**src/rtl/uart_tx_mmio.sv**
```systemverilog
// Memory-mapped UART transmitter: 16-byte register window, byte FIFO, 8N1 framing.
// Define UART_TX_PARITY_EN to add an even-parity bit (8E1 framing); the register map does not change.
//
// state  | meaning
// IDLE   | line high, waiting for a byte in the FIFO
// START  | driving the start bit (0)
// DATA   | driving 8 data bits, LSB first
// PARITY | driving the even-parity bit (UART_TX_PARITY_EN only)
// STOP   | driving the stop bit (1); chains straight into START if more bytes wait
module uart_tx_mmio #(
    parameter logic [31:0] BASE_ADDR   = 32'h1000_0000,
    parameter int          FIFO_AW     = 3,
    parameter logic [15:0] DEFAULT_DIV = 16'd868
) (
    input  logic        clk,
    input  logic        resetn,
    input  logic        mem_valid,
    input  logic [31:0] mem_addr,
    input  logic [31:0] mem_wdata,
    input  logic [3:0]  mem_wstrb,
    output logic        mem_ready,
    output logic [31:0] mem_rdata,
    output logic        tx
);
    localparam int DEPTH = 1 << FIFO_AW;

    typedef enum logic [2:0] {
        IDLE,
        START,
        DATA,
`ifdef UART_TX_PARITY_EN
        PARITY,
`endif
        STOP
    } state_t;

    state_t state, state_n;

    logic [15:0]        div_reg;
    logic [7:0]         fifo_mem [DEPTH];
    logic [FIFO_AW-1:0] wr_ptr, rd_ptr;
    logic [FIFO_AW:0]   level;
    logic               full, empty;
    logic               push, pop;

    logic               sel, is_write, stall, accept;
    logic [1:0]         off;
    logic [31:0]        rdata_w, status_w;

    logic [15:0]        cnt, cnt_n;
    logic [15:0]        frame_div, frame_div_n, div_eff;
    logic [7:0]         shift, shift_n;
    logic [2:0]         bit_idx, bit_idx_n;
    logic               par, par_n;
    logic               tx_n;
    logic               load_frame;

    logic               unused_ok;
    assign unused_ok = ^{mem_addr[1:0], mem_wdata[31:16]};

    assign sel      = mem_valid && (mem_addr[31:4] == BASE_ADDR[31:4]);
    assign off      = mem_addr[3:2];
    assign is_write = |mem_wstrb;
    // level can never exceed DEPTH, so its MSB alone marks full
    assign full     = level[FIFO_AW];
    assign empty    = (level == '0);
    assign stall    = sel && is_write && (off == 2'd0) && mem_wstrb[0] && full;
    assign accept   = sel && !mem_ready && !stall;
    assign push     = accept && is_write && (off == 2'd0) && mem_wstrb[0];

    always_comb begin
        status_w = '0;
        status_w[0] = (state != IDLE);
        status_w[1] = full;
        status_w[2] = empty;
        status_w[4 +: FIFO_AW+1] = level;
    end

    always_comb begin
        rdata_w = '0;
        case (off)
            2'd1:    rdata_w = {16'd0, div_reg};
            2'd2:    rdata_w = status_w;
            default: rdata_w = '0;
        endcase
    end

    always_ff @(posedge clk) begin
        if (!resetn) begin
            mem_ready <= 1'b0;
            mem_rdata <= '0;
            div_reg   <= DEFAULT_DIV;
        end else begin
            mem_ready <= accept;
            mem_rdata <= (accept && !is_write) ? rdata_w : 32'd0;
            if (accept && is_write && (off == 2'd1) && (|mem_wstrb[1:0]))
                div_reg <= mem_wdata[15:0];
        end
    end

    always_ff @(posedge clk) begin
        if (push)
            fifo_mem[wr_ptr] <= mem_wdata[7:0];
    end

    always_ff @(posedge clk) begin
        if (!resetn) begin
            wr_ptr <= '0;
            rd_ptr <= '0;
            level  <= '0;
        end else begin
            if (push) wr_ptr <= wr_ptr + 1'b1;
            if (pop)  rd_ptr <= rd_ptr + 1'b1;
            case ({push, pop})
                2'b10:   level <= level + 1'b1;
                2'b01:   level <= level - 1'b1;
                default: level <= level;
            endcase
        end
    end

    assign div_eff = (div_reg == 16'd0) ? 16'd1 : div_reg;

    always_comb begin
        state_n     = state;
        cnt_n       = cnt;
        frame_div_n = frame_div;
        shift_n     = shift;
        bit_idx_n   = bit_idx;
        par_n       = par;
        load_frame  = 1'b0;
        pop         = 1'b0;
        tx_n        = 1'b1;

        case (state)
            IDLE: begin
                if (!empty) load_frame = 1'b1;
            end
            START: begin
                if (cnt == 16'd0) begin
                    state_n   = DATA;
                    cnt_n     = frame_div - 16'd1;
                    bit_idx_n = 3'd0;
                end else begin
                    cnt_n = cnt - 16'd1;
                end
            end
            DATA: begin
                if (cnt == 16'd0) begin
                    cnt_n   = frame_div - 16'd1;
                    shift_n = {1'b0, shift[7:1]};
                    if (bit_idx == 3'd7) begin
`ifdef UART_TX_PARITY_EN
                        state_n = PARITY;
`else
                        state_n = STOP;
`endif
                    end else begin
                        bit_idx_n = bit_idx + 3'd1;
                    end
                end else begin
                    cnt_n = cnt - 16'd1;
                end
            end
`ifdef UART_TX_PARITY_EN
            PARITY: begin
                if (cnt == 16'd0) begin
                    state_n = STOP;
                    cnt_n   = frame_div - 16'd1;
                end else begin
                    cnt_n = cnt - 16'd1;
                end
            end
`endif
            STOP: begin
                if (cnt == 16'd0) begin
                    if (!empty) load_frame = 1'b1;
                    else        state_n    = IDLE;
                end else begin
                    cnt_n = cnt - 16'd1;
                end
            end
            default: state_n = IDLE;
        endcase

        // divider is sampled only here, so DIV writes mid-frame wait for the next frame
        if (load_frame) begin
            pop         = 1'b1;
            state_n     = START;
            shift_n     = fifo_mem[rd_ptr];
            par_n       = ^fifo_mem[rd_ptr];
            frame_div_n = div_eff;
            cnt_n       = div_eff - 16'd1;
        end

        case (state_n)
            START:   tx_n = 1'b0;
            DATA:    tx_n = shift_n[0];
`ifdef UART_TX_PARITY_EN
            PARITY:  tx_n = par_n;
`endif
            default: tx_n = 1'b1;
        endcase
    end

    always_ff @(posedge clk) begin
        if (!resetn) begin
            state     <= IDLE;
            cnt       <= '0;
            frame_div <= 16'd1;
            shift     <= '0;
            bit_idx   <= '0;
            par       <= 1'b0;
            tx        <= 1'b1;
        end else begin
            state     <= state_n;
            cnt       <= cnt_n;
            frame_div <= frame_div_n;
            shift     <= shift_n;
            bit_idx   <= bit_idx_n;
            par       <= par_n;
            tx        <= tx_n;
        end
    end
endmodule

```
**config.mk**
```make
export PLATFORM = sky130hd
export DESIGN_NAME = uart_tx_mmio
export DESIGN_NICKNAME = d
export VERILOG_FILES = /design/src/rtl/uart_tx_mmio.sv
export SDC_FILE = /design/constraint.sdc
export NUM_CORES = 1
export LEC_CHECK = 0
export BUFFER_PORTS_ARGS = -buffer_cell sky130_fd_sc_hd__buf_2
export CAP_MARGIN = 5
export CELL_PAD_IN_SITES_DETAIL_PLACEMENT = 1
export CELL_PAD_IN_SITES_GLOBAL_PLACEMENT = 1
export CORE_MARGIN = 2
export CORE_UTILIZATION = 45
export CTS_BUF_LIST = sky130_fd_sc_hd__clkbuf_4 sky130_fd_sc_hd__clkbuf_8
export DETAILED_ROUTE_END_ITERATION = 16
export PLACE_DENSITY = 0.76
export SLEW_MARGIN = 5
export SYNTH_ARGS = -nofsm -noshare
export SYNTH_HDL_FRONTEND = slang
export SYNTH_SLANG_ARGS = --single-unit
export TNS_END_PERCENT = 100
```
**constraint.sdc**
```tcl
create_clock -name clk -period 4.1 [get_ports clk]
set_clock_uncertainty 0.05 [all_clocks]
set_input_delay 0.82 -clock clk [delete_from_list [all_inputs] [get_ports clk]]
set_output_delay 0.82 -clock clk [all_outputs]
set_load 0.02 [all_outputs]
```
Yosys cells after proc, flatten, opt, wreduce, memory -nomap -nowiden
Memories as Yosys holds them, arrays and structs flattened. A register that Yosys moved wholly into a read port is not among the register bits.
Index checks and enable logic that the tools add are counted.
Widths: inputs -> output; s select.
- bits in registers: 106
- bits in writable memories: 64
- input bits: 71
- logic and storage cells: 101
- output and inout port bits: 34
- memories kept: 1
- add/subtract/negate cells: 8
- multiplexer cells: 30
- eq/ne operators: 15
- reduce and logical (&&, ||, !) cells: 34
- memories (name ; depth ; bits a word ; rd ports ; clocked after memory_dff ; write ports ; line ; text):
    fifo_mem ; 8 ; 8 ; 1 ; 1 ; 1 ; 40 ; logic [7:0] fifo_mem [DEPTH];
- operators with widths (kind ; count):
    $mux 16 ; 4
    $pmux 16 s2 ; 2
    $sub 16x1->16 const B ; 3
    $mux 3 ; 11
    $logic_not 16->1 ; 2
    $eq 28x25->1 const B ; 1
    $mux 8 ; 3
    $logic_and 1x1->1 ; 13
    $pmux 3 s4 ; 1
    $add 3x1->3 const B ; 3
    $eq 3x2->1 const B ; 3
    $pmux 4 s2 ; 1
    $reduce_bool 2->1 ; 4
    $eq 3x1->1 const B ; 2
    $ne 2x2->1 const B ; 3
    $pmux 3 s2 ; 1
    $reduce_and 2->1 ; 3
    $reduce_bool 3->1 ; 2
    $mux 1 ; 5
    $add 4x1->4 const B ; 1
    $eq 2x1->1 const B ; 2
    $eq 2x2->1 const B ; 2
    $logic_not 4->1 ; 1
    $pmux 1 s2 ; 2
    9 further kinds ; 12

Logic depth before layout (Yosys ltp)
- depth in word-level cells: 13
- depth in mapped cells: 17
- depth with buffers taken out: 13

Least setup slack after synthesis
Ideal clock, no wire load.
- path type: input to register
- from: input mem_addr[31]
- to: register level[2]
- slack: 0.652 ns
- arrival: 3.327 ns
- path buffers: 0
- setup time: 0.071 ns
- stages: 11
- data required time: 3.979 ns
- cell sequence: nor4bb_1 nand4_1 nor4_1 inv_1 ha_1 xor2_1 ha_1 a21oi_1 xor2_1 or3_1 a21oi_1
- word-level cells in the longest chain between the ends: 13
- elaborated cells on any way between the ends: 16
- those cells by class: eq/ne (3); mux (1); reduce/logical (12)
- RTL lines (item ; line ; text):
    start, declared ; 18 ; input logic [31:0] mem_addr,
    $eq 28x25->1 (*) ; 61 ; assign sel = mem_valid && (mem_addr[31:4] == BASE_ADDR[31:4]);
    $logic_and 1x1->1 (*) ; 61 ;
    $logic_and 1x1->1 (4 in series) ; 67 ; assign stall = sel && is_write && (off == 2'd0) && mem_wstrb[0] && full;
    $logic_not 1->1 ; 68 ; assign accept = sel && !mem_ready && !stall;
    $logic_and 1x1->1 (*) ; 68 ;
    $logic_and 1x1->1 (*) (3 in series) ; 69 ; assign push = accept && is_write && (off == 2'd0) && mem_wstrb[0];
    $eq 2x1->1 / $eq 2x2->1 (equally long branches) ; 114 ; case ({push, pop})
    $pmux 4 s2 / $reduce_bool 2->1 (equally long branches) ; -- ;
    end signal, assigned ; 115 ; 2'b10: level <= level + 1'b1;
    end signal, assigned ; 116 ; 2'b01: level <= level - 1'b1;
    end signal, assigned ; 117 ; default: level <= level;
    end, declared ; 42 ; logic [FIFO_AW:0] level;
Mark *: on every way between the ends. The rest lies on a longest branch, timed or not.
A chain may end at the register's enable or synchronous reset.

Worst setup path in the final report
- from: register cnt[0]
- to: register level[3]
- word-level cells in the longest chain between the ends: 6
- elaborated cells on any way between the ends: 8
- those cells by class: eq/ne (2); mux (4); reduce/logical (2)
- RTL lines (item ; line ; text):
    start, declared ; 50 ; logic [15:0] cnt, cnt_n;
    start signal, assigned ; 217 ; cnt <= cnt_n;
    $logic_not 16->1 (*) ; 176 ; if (cnt == 16'd0) begin
    $mux 1 (*) ; 176 ;
    $pmux 1 s2 (*) ; 135 ; case (state)
    $mux 1 (*) ; 187 ; if (load_frame) begin
    $eq 2x1->1 / $eq 2x2->1 (equally long branches) ; 114 ;
    $pmux 4 s2 / $reduce_bool 2->1 (equally long branches) ; -- ;
Marked as above.

==> reports/results.txt <==
Yosys top cell area share: 0.257
Final #Nets: 863
Worst Min Path Start: frame_div[15]
VDD IR max: 229 uV
Setup Crit Path Kind: register to register
Slowest CP cell: and4_1
Root cell of the clock tree: clkbuf_8
Clock tree buffer depth: 2
FP Rows: 47
Detailed Routing Iterations Pass 1: 5
Number of synthesized flops with an enable pin: 64
Critical path buffers and inverters: 2
Hold Crit Class: register to register
Hold_buf cts: 0
Share of layout cells above drive strength 1: 0.187
CP Launch Type: register
GRT overflow: 0
Worst path required time: 4.36 ns
PwrDens: 337 nW/um^2
Fraction of the yosys area taken by sequential cells: 0.506
MaxCap Viol Count: 0
Synth Area in Adders: 0.0218
Syn. warnings: 0
Post-Synth XOR/XNOR Area: 0.0527
I/O pins: 105
Synth Area in Simple Gates: 0.192
Filler instances: 1818
Synth Flop Type: dfxtp_1
Clk sinks: 157
CTS Buf Count: 17
Critical R2R Capture: level[3]
Skew-Pair Late Insertion Delay: 0.45 ns
Hpwl dp: 13800 um
Final setup viols: 0
CP arrival: 3.70 ns
Die X: 133 um
Iteration-0 DRC Markers: 332
Final wirelength: 19200 um
RSZ-0062 raised after global routing: no
Hold EP: frame_div[15]
R2r worst-path depth: 13
Synth Area in Compound Gates: 0.0875
Slew Viols, Final: 0
Area grow syn2layout: 11.8%
Core box area: 16400 sq um
Largest family of logic cells by synthesized area: simple AND/OR/NAND/NOR gates
Share of flip-flops with an asynchronous set or reset: 0
Netlist Area Pre-Place: 7470 sq um
Largest net degree at the start of global routing: 57
Worst hold path cell count: 2
Slew @ Worst Pin: 1.07 ns
# DRC: 0
Reg-to-reg setup timing slack: 0.66 ns
Vias in the first global route: 5826
Leakage: 3.06 nW
Outcome: finished clean
Hold Fails Final Rpt: 0
Design Area, Final: 8360 sq um
Crit. End Element: register
Post-CTS Setup Bufs: 0
WL/cell: 19.0 um
Max incr delay on CP: 0.49 ns
Largest register FFs: 64
Worst Path Max Fanout: 9
Synth top area cells: edfxtp_1, dfxtp_1, mux4_2, nand2_1, mux2i_1
Post-DP Area: 7970 sq um
GRT Total Usage: 0.224
Number of distinct library cells after synthesis: 60
Crit-path cells: inv_1 > ha_1 > nor3b_1 > and4_1 > a21oi_4 > inv_2 > ha_1 > nor4bb_1 > a21oi_1 > o21a_1 > nor2_1 > xnor2_1 > nor2_1
Finished Layout Cells: 1012
Vias per Instance: 5.61
CP top delay family: simple AND/OR/NAND/NOR gates
Clk slew on worst S/H paths: 0.09 ns
Post-route ant nets: 0
CTS tree: yes
Number of diodes: 0
Slew headroom: 0.283
Fmax achieved: 291 MHz
First-pass GRT wire length: 30900 um
Post-CTS sizing: 0
Via count: 5679
Post-synthesis register bit count: 157
Chip height: 133 um
Min cycle time layout: 3.44 ns
Initial Utilization: 0.456
IO Port Bufs: 70
Worst r2r src: cnt[0]
H-Tree Level Count: 4
Syn avg cell area: 10.5 sq um
Tcrit/Tclk final: 0.838
Gate Count Post-Synth: 713
Setup_tns: 0 ns
Biggest register: fifo_mem
Die area: 17700 sq um
Post-synthesis mux area share: 0.0919
Cell accounting for the most synthesized area: edfxtp_1
Fin util: 0.509
Initial antenna violation count: 0
Placed insts: 980
Routability cong.: 0.809
## cell type report
class                      count  area, sq um  share of cell area
inverter                      13         48.8             0.00584
multi-input combinational    506         3400               0.407
tap                          220          275              0.0329
clock buffer                  18          241              0.0289
clock inverter                14          149              0.0178
sequential                   157         3780               0.453
timing repair buffer          84          455              0.0545
## layout by cell type (no fill, tap or decap), drive strengths merged, types with 17 or more instances in the layout
master	Yosys	routed
clkbuf	20	18
xnor2	19	19
a21oi	41	41
nand2	88	88
nor3	18	18
conb	1	17
xor2	26	26
nor2	69	69
mux2i	27	27
inv	13	20
buf	33	84
dfxtp	93	93
nor4	25	25
o21ai	19	19
edfxtp	64	64
## Yosys cell counts, drive strengths merged, types with 2 or more instances
cell     n
dfxtp   93
nand2   88
nor2    69
edfxtp  64
a21oi   41
buf     33
mux2i   27
xor2    26
nor4    25
clkbuf  20
o21ai   19
xnor2   19
nor3    18
mux4    16
nand3   16
ha      13
inv     13
a211oi  11
and3    11
or3     10
a31oi    8
nand4    8
a22oi    6
o211ai   6
mux2     5
and2     4
nand2b   4
nand4b   4
or4      4
nand3b   3
nor3b    3
nor4bb   3
o32ai    3
a32oi    2
nor4b    2
o21a     2
## worst min-delay path, delay by kind of cell (launching register included)
family / cells / cell delay [ns]
flip-flops: 1 / 0.33
AND/OR/NAND/NOR: 1 / 0.06
AO/OA/AOI/OAI: 1 / 0.05
## metal layers
| metal | vias up | global-route usage | share of wire |
|---|---|---|---|
| met5 | - | 0 | 0 |
| met4 | 0 | 0.0544 | 0.0098 |
| met3 | 14 | 0.0483 | 0.053 |
| met2 | 153 | 0.372 | 0.49 |
| met1 | 2820 | 0.300 | 0.45 |
| li1 | 2692 | - | - |
## how the worst max path moves through the flow
stage | startpoint | end | slack (ns) | cells past startpoint
floorplan | mem_addr[31] | level[2] | 0.65 | 11
global placement | mem_addr[5] | level[2] | 0.73 | 13
detailed placement | mem_addr[4] | level[2] | 0.57 | 13
CTS | cnt[0] | level[3] | 0.67 | 13
global route | cnt[0] | level[3] | 0.35 | 13
finish | cnt[0] | level[3] | 0.66 | 13
## where the power goes
part | switching (W) | total [W] | internal, W
clock | 0.000657 | 0.00112 | 0.000460
combinational | 0.0000534 | 0.0000772 | 0.0000238
sequential | 0.00000345 | 0.00162 | 0.00162
total | 0.000713 | 0.00282 | 0.00211
## through the flow
step | setup WS [ns] | hold slack, ns | total power [W]
2_1_floorplan | 0.652 | 0.386 | 0.00170
3_3_place_gp | 0.726 | 0.394 | 0.00173
3_5_place_dp | 0.570 | 0.420 | 0.00174
4_1_cts | 0.673 | 0.437 | 0.00284
5_1_grt | 0.347 | 0.454 | 0.00292
6_report | 0.662 | 0.433 | 0.00282
## cell families (layout without fill, tap and decap cells)
kind of cell | Yosys count | after routing
simple gates | 278 | 278
flops | 157 | 157
other cells | 1 | 17
fa+ha+maj | 13 | 13
xor+xnor | 45 | 45
buf+inv | 66 | 129
compound gates | 105 | 105
mux | 48 | 48
No activity file was read; power rests on OpenSTA's default activity.
